$ cat src/rtl/param_bus_mux.sv
// Priority bus multiplexer with registered copy, grant index and sticky conflict flag.
// Optional saturating conflict counter: define BUS_CONFLICT_CNT_EN.
module param_bus_mux #(
  parameter int WIDTH      = 32,
  parameter int NUM_SRC    = 8,
  parameter int HOLD_EMPTY = 0,
  parameter int CNT_W      = 8,
  localparam int IDX_W     = $clog2(NUM_SRC)
) (
  input  logic                     clk,
  input  logic                     clr,
  input  logic [NUM_SRC*WIDTH-1:0] src_in,
  input  logic [NUM_SRC-1:0]       src_out,
  input  logic                     conflict_clr,
  output logic [WIDTH-1:0]         bus_comb,
  output logic [WIDTH-1:0]         bus_q,
  output logic                     bus_valid,
  output logic [IDX_W-1:0]         grant_idx,
`ifdef BUS_CONFLICT_CNT_EN
  output logic [CNT_W-1:0]         conflict_cnt,
`endif
  output logic                     conflict
);

  logic [IDX_W-1:0] w_gidx;
  logic [WIDTH-1:0] w_sel;
  logic [WIDTH-1:0] w_hold;
  logic             w_any;
  logic             w_multi;

  logic [WIDTH-1:0] r_bus_q;
  logic             r_valid;
  logic [IDX_W-1:0] r_gidx;
  logic             r_conf;

  // Scan downwards so the lowest set index is the last one written.
  always_comb begin
    w_gidx = '0;
    w_sel  = '0;
    for (int i = NUM_SRC - 1; i >= 0; i--) begin
      if (src_out[i]) begin
        w_gidx = IDX_W'(i);
        w_sel  = src_in[i*WIDTH +: WIDTH];
      end
    end
  end

  always_comb begin
    w_any   = 1'b0;
    w_multi = 1'b0;
    for (int i = 0; i < NUM_SRC; i++) begin
      if (src_out[i]) begin
        w_multi = w_multi | w_any;
        w_any   = 1'b1;
      end
    end
  end

  generate
    if (HOLD_EMPTY != 0) begin : g_hold
      assign w_hold = clr ? '0 : r_bus_q;
    end else begin : g_zero
      assign w_hold = '0;
    end
  endgenerate

  assign bus_comb = w_any ? w_sel : w_hold;

  always_ff @(posedge clk or posedge clr) begin
    if (clr) begin
      r_bus_q <= '0;
      r_valid <= 1'b0;
      r_gidx  <= '0;
    end else begin
      r_bus_q <= bus_comb;
      r_valid <= w_any;
      if (w_any) r_gidx <= w_gidx;
    end
  end

  // A new conflict beats a simultaneous clear.
  always_ff @(posedge clk or posedge clr) begin
    if (clr) begin
      r_conf <= 1'b0;
    end else if (w_multi) begin
      r_conf <= 1'b1;
    end else if (conflict_clr) begin
      r_conf <= 1'b0;
    end
  end

`ifdef BUS_CONFLICT_CNT_EN
  logic [CNT_W-1:0] r_cnt;

  always_ff @(posedge clk or posedge clr) begin
    if (clr) begin
      r_cnt <= '0;
    end else if (w_multi) begin
      if (conflict_clr) begin
        r_cnt <= CNT_W'(1);
      end else if (r_cnt != {CNT_W{1'b1}}) begin
        r_cnt <= r_cnt + CNT_W'(1);
      end
    end else if (conflict_clr) begin
      r_cnt <= '0;
    end
  end

  assign conflict_cnt = r_cnt;
`else
  logic w_unused_cnt_w;
  assign w_unused_cnt_w = (CNT_W > 0);
`endif

  assign bus_q     = r_bus_q;
  assign bus_valid = r_valid;
  assign grant_idx = r_gidx;
  assign conflict  = r_conf;

endmodule
$ cat config.mk
export PLATFORM = sky130hd
export DESIGN_NAME = param_bus_mux
export DESIGN_NICKNAME = d
export VERILOG_FILES = /design/src/rtl/param_bus_mux.sv
export SDC_FILE = /design/constraint.sdc
export NUM_CORES = 1
export LEC_CHECK = 0
export BUFFER_PORTS_ARGS = -buffer_cell sky130_fd_sc_hd__buf_2
export CAP_MARGIN = 30
export CORE_AREA = 8 8 124 126
export DETAILED_ROUTE_END_ITERATION = 12
export DIE_AREA = 0 0 132 134
export PLACE_DENSITY = 0.69
export SLEW_MARGIN = 20
export SYNTH_ARGS = -nofsm -noshare
export SYNTH_HDL_FRONTEND = slang
export SYNTH_SLANG_ARGS = --single-unit
$ cat constraint.sdc
create_clock -name clk -period 2.22 [get_ports clk]
set_clock_uncertainty 0.2 [all_clocks]
set_input_delay 0.444 -clock clk [delete_from_list [all_inputs] [get_ports clk]]
set_output_delay 0.444 -clock clk [all_outputs]
set_load 0.01 [all_outputs]
==> flow_metrics.py, run 1 <==
metrics = {
    "status": {
        "status": "finished with violations",
        "violations": "setup timing",
    },
    "route": {
        "wirelength_um": 21800,
        "wire_per_inst_um": 20.0,
        "firstDrtPassIters": 4,
        "postRouteAntennaNets": 0,
        "num_vias": 5638,
        "vias_per_cell": 5.19,
        "drc_errors": 0,
        "drtIter0Drc": 238,
    },
    "worst_setup_path": {
        "worst_setup_path_start_kind": "input pin",
        "crit_required_ps": 1580,
        "path_max_fanout": 6,
        "critPathArrivalTime_ps": 1870,
        "endpoint_kind": "output port",
        "crit_type": "input pin to output port",
    },
    "hold_path": {
        "hold_path_class": "input pin to register",
    },
    "sta": {
        "worstMarginPinSlew_ps": 552,
        "drv_slew": 0,
        "slew_headroom_pct": 63.2,
        "setup_viol": 32,
        "worst_slack_ps": -298,
        "fin_crit_ps": 2520,
        "post-route-period-util_pct": 113,
        "fmax_ghz": 0.397,
        "hold_viol": 0,
        "grt_setup_unrepaired": "true",
        "finalSetupTns_ps": -8640,
        "hold_slack_ps": 199,
    },
    "die": {
        "core_area_um2": 13500,
        "initial_utilization_pct": 27.4,
        "dieWidth_um": 132,
        "die_area_um2": 17700,
        "rows": 43,
        "die_h_um": 134,
        "io_pins": 336,
    },
    "power": {
        "power_density_nw_per_um2": 408,
        "power.switching_mw": 0.949,
        "comb_power_share_pct": 43.2,
        "swShare_pct": 33.1,
        "vdd_drop_max_uv": 417,
        "p_clk_share_pct": 30.7,
        "leakage_nw": 3.45,
        "p_seq_share_pct": 26.1,
        "p_int_mw": 1.92,
    },
    "global_route": {
        "grt_pass1_wl_um": 32200,
        "grt_max_degree": 36,
        "track_usage_pct": 22.9,
        "first_global_vias": 5989,
        "gr-total-overflow": 0,
        "antenna_found_initial": 0,
    },
    "placement": {
        "place_congestion": 0.895,
        "portBuffers": 335,
        "placed_area_um2": 6220,
        "dp_hpwl_um": 16200,
    },
    "run": {
        "drv_cap": 0,
    },
    "logic_synthesis": {
        "syn_inst": 541,
        "syn_nets": 808,
        "yosysSeqAreaShare_pct": 25.0,
        "synth.distinct_cells": 25,
        "netlist_area_um2": 3700,
        "synth.avg_cell_area_um2": 6.85,
        "ys_warn_count": 0,
        "synth-seq-cells": 37,
    },
    "final_layout": {
        "fin_area_um2": 7030,
        "final_common_cell": "buf_2",
        "multi_input_area_um2": 2730,
        "n_antenna_cell": 0,
        "drive_gt1_share_pct": 53.8,
        "fillers": 1300,
        "final_cell_mix": "buf_2, inv_1, a21oi_1",
        "final_nets": 1173,
        "seq_area_um2": 926,
        "layout-area-overhead-vs-synth_pct": 89.9,
    },
    "clocking": {
        "clock-sinks": 37,
        "ctsHtreeMaxLevel": 2,
        "root_buffer": "clkbuf_16",
        "cts_max_path_buffers": 2,
        "cts_buffers": 5,
        "cts_tree": "done",
        "cts.clk_slew.worst_paths_ps": 70,
        "insertion_delay_ps": 290,
    },
}
-- power by group through the flow --
stage               sequential, mW  combinational, mW  clock, mW
finish                       0.748               1.24      0.882
global route                 0.752               1.34      0.926
CTS                          0.748               1.18      0.900
detailed placement           0.760               1.10          0
global placement             0.758               1.09          0
floorplan                    0.793              0.492          0
-- timing repair --
item	CTS	global route
endpoints found under the setup margin	32	33
pin swaps	10	17
endpoints found under the hold margin	5	0
hold buffers	1	0
buffers inserted	16	7
gates resized for setup	24	39
cloned	5	2
-- cell type report --
type	count	area share, %
inverter	68	3.63
tap	180	3.20
multi-input combinational	376	38.8
clock inverter	1	0.427
clock buffer	7	2.03
timing repair buffer	418	38.7
sequential	37	13.2
-- stage by stage --
step	power, mW	std cells	setup WS (ps)	util (%)
2_1_floorplan	1.28	541	-5.66	-
3_3_place_gp	1.85	1051	-360	46.1
3_5_place_dp	1.86	1051	-398	46.1
4_1_cts	2.83	1081	-292	50.2
5_1_grt	3.02	1087	-399	52.1
6_report	2.87	1087	-298	52.1
-- worst paths after layout --
check                                    end  cells after the start  slack, ps         start
worst min register to register  grant_idx[0]                      1        280  grant_idx[0]
min in group asynchronous          bus_q[16]                      3        550           clr
max in group asynchronous       grant_idx[0]                      4        740           clr
worst max-delay path            bus_comb[18]                      8       -300    src_out[6]
worst max register to register  grant_idx[1]                      3       1180  grant_idx[1]
worst min-delay path               bus_q[19]                      3        200    src_in[19]
-- cell usage after synthesis (all sizes together) --
| cell | instances | area (µm²) |
|---|---|---|
| buf | 22 | 105 |
| a22oi | 1 | 7.51 |
| nor3 | 37 | 190 |
| clkbuf | 38 | 143 |
| o31a | 1 | 8.76 |
| maj3 | 2 | 21.3 |
| o211ai | 1 | 7.51 |
| nor2 | 6 | 25.0 |
| a21oi | 66 | 330 |
| nor3b | 32 | 240 |
| nand3b | 32 | 240 |
| nor2b | 33 | 206 |
| dfrtp | 37 | 926 |
| a21o | 1 | 7.51 |
| or4 | 2 | 18.8 |
| o21ai | 34 | 170 |
| inv | 68 | 255 |
| a221oi | 64 | 561 |
| nand2 | 64 | 240 |
-- flip-flops by register name (all words and copies together) (netlist names) --
name,cells
bus_valid,1
bus_q,32
conflict,1
grant_idx,3
-- worst max-delay path: stages --
cell and delay [ps]:
buf_12 110, buf_12 130, or4_4 500, nor2_4 160, buf_6 150, buf_12 140, a221oi_2 50, buf_2 180
-- kinds of logic (layout without fill, tap and decap cells) --
kind of cell             Yosys count  count (layout)  synth area share (%)
AND/OR/NAND/NOR                  206             206                  31.4
AO/OA/AOI/OAI                    168             168                  29.5
buffers and inverters            128             494                  13.6
flip-flops                        37              37                  25.0
adder cells (fa/ha/maj)            2               2                 0.574
-- routing by layer --
| layer | share of wire [%] | track usage (%) | wire [µm] |
|---|---|---|---|
| met3 | 9.0 | 7.89 | 1970 |
| met4 | 3.3 | 8.87 | 711 |
| met5 | 0 | 0 | 0 |
| met1 | 38 | 25.4 | 8360 |
| met2 | 49 | 39.6 | 10700 |
Power figures use the tool's default switching activity.
==> run 2, diff against run 1 <==
BUFFER_PORTS_ARGS = -buffer_cell sky130_fd_sc_hd__buf_4   (was -buffer_cell sky130_fd_sc_hd__buf_2)
==> flow_metrics.py, run 2 (same netlist as run 1, synthesis figures left out) <==
metrics = {
    "die": {
        "die_h_um": 134,
        "initial_utilization_pct": 27.4,
        "rows": 43,
        "die_area_um2": 17700,
        "io_pins": 336,
        "dieWidth_um": 132,
        "core_area_um2": 13500,
    },
    "clocking": {
        "cts.clk_slew.worst_paths_ps": 70,
        "cts_tree": "done",
        "cts_max_path_buffers": 2,
        "clock-sinks": 37,
        "root_buffer": "clkbuf_16",
        "ctsHoldBuffers": 0,
        "cts_buffers": 5,
        "ctsHtreeMaxLevel": 2,
        "insertion_delay_ps": 290,
    },
    "route": {
        "wire_per_inst_um": 20.8,
        "firstDrtPassIters": 5,
        "drtIter0Drc": 271,
        "vias_per_cell": 5.13,
        "postRouteAntennaNets": 0,
        "num_vias": 5674,
        "drc_errors": 0,
        "wirelength_um": 22900,
    },
    "placement": {
        "portBuffers": 335,
        "place_congestion": 0.878,
        "placed_area_um2": 7140,
        "dp_hpwl_um": 16900,
    },
    "worst_setup_path": {
        "cp_num_buf_inv": 4,
        "crit_required_ps": 1580,
        "max_stage_delay_ps": 300,
        "path_delay_family": "compound AO/OA/AOI/OAI gates",
        "crit_type": "input pin to output port",
        "endpoint_kind": "output port",
        "crit_slowest_cell": "a221oi_2",
        "worstPathCellList": "buf_16, buf_12, buf_12, nand3b_1, a221oi_2, o21ai_2, a221oi_2, buf_4",
        "worst_setup_path_start_kind": "input pin",
        "critPathArrivalTime_ps": 1900,
        "path_max_fanout": 8,
    },
    "global_route": {
        "antenna_found_initial": 0,
        "grt_pass1_wl_um": 32600,
        "first_global_vias": 5788,
        "gr-total-overflow": 0,
        "track_usage_pct": 23.6,
        "grt_max_degree": 41,
    },
    "power": {
        "power.switching_mw": 1.01,
        "comb_power_share_pct": 48.2,
        "p_seq_share_pct": 23.6,
        "leakage_nw": 3.90,
        "power_density_nw_per_um2": 387,
        "finalPower_mw": 3.18,
        "p_clk_share_pct": 28.3,
        "p_int_mw": 2.17,
        "vdd_drop_max_uv": 269,
        "swShare_pct": 31.8,
    },
    "sta": {
        "hold_viol": 0,
        "slew_headroom_pct": 62.0,
        "drv_slew": 0,
        "grt_setup_unrepaired": "true",
        "hold_slack_ps": 9.15,
        "fmax_ghz": 0.393,
        "fin_crit_ps": 2550,
        "worstMarginPinSlew_ps": 569,
        "setup_viol": 32,
        "worst_slack_ps": -327,
        "post-route-period-util_pct": 115,
    },
    "status": {
        "violations": "setup timing",
        "status": "finished with violations",
    },
    "final_layout": {
        "n_antenna_cell": 0,
        "final_common_cell": "buf_4",
        "layout-area-overhead-vs-synth_pct": 122,
        "fillers": 1199,
        "largest_reg_flops": 32,
        "multi_input_area_um2": 2950,
        "drive_gt1_share_pct": 56.6,
        "seq_area_um2": 926,
        "final_nets": 1191,
        "final_cell_mix": "buf_4, inv_1, a21oi_1, nand2_1, a221oi_2",
        "fin_area_um2": 8220,
    },
    "run": {
        "drv_cap": 0,
    },
    "hold_path": {
        "hold_path_class": "input pin to asynchronous set/reset pin",
    },
}
-- run 2: cell count changes in the layout (fill, tap and decap cells not counted), moves of 3 or more --
cell	change
o21ai_1	-6
o21ai_2	+6
buf_4	+341
buf_8	+3
a221oi_4	+12
a221oi_1	-11
buf_2	-332
buf_6	+9
-- run 2: through the flow --
step / setup slack, ps / setup TNS, ps / util [%] / instances
after detailed placement: -321 / -9530 / 52.9 / 1063
after global routing: -397 / -8730 / 60.9 / 1105
after CTS: -243 / -6560 / 57.7 / 1091
after floorplan: -5.66 / -82.8 / - / 541
final: -327 / -7320 / 60.9 / 1105
after global placement: -308 / -9330 / 52.9 / 1063
-- run 2: final timing paths --
kind | to | slack (ps) | startpoint | cells past startpoint
setup / recovery | bus_comb[23] | -330 | src_out[6] | 8
hold / removal | bus_q[16] | 9 | clr | 2
setup reg to reg | grant_idx[1] | 1120 | grant_idx[1] | 3
hold reg to reg | grant_idx[0] | 280 | grant_idx[0] | 1
max in group asynchronous | bus_q[26] | 1280 | clr | 3
min in group clk | bus_q[20] | 230 | src_in[20] | 3
-- run 2: cell type report --
type	count	share of cell area (%)
Inverter	68	3.10
Timing Repair Buffer	436	44.9
Multi-Input combinational cell	376	35.9
Sequential cell	37	11.3
Tap cell	180	2.74
Clock inverter	1	0.365
Clock buffer	7	1.73
-- run 2: what timing repair did --
| item | 4_1_cts | 5_1_grt |
|---|---|---|
| gates cloned | 1 | 3 |
| setup endpoints to repair | 32 | 32 |
| gates resized for setup | 56 | 53 |
| pin swaps | 28 | 27 |
| setup buffers | 20 | 14 |
-- run 2: per-layer routing --
metal	GRT usage, %	routed length (µm)	vias up
met4	9.83	585	0
li1	-	-	2679
met5	0	0	-
met2	41.7	11800	279
met1	26.0	8720	2679
met3	6.81	1870	37
-- run 2: power groups by stage --
| stage | logic [mW] | clock network [mW] | registers [mW] |
|---|---|---|---|
| 2_1_floorplan | 0.492 | 0 | 0.793 |
| 3_3_place_gp | 1.29 | 0 | 0.760 |
| 3_5_place_dp | 1.30 | 0 | 0.762 |
| 4_1_cts | 1.42 | 0.928 | 0.749 |
| 5_1_grt | 1.63 | 0.950 | 0.754 |
| 6_report | 1.53 | 0.898 | 0.749 |
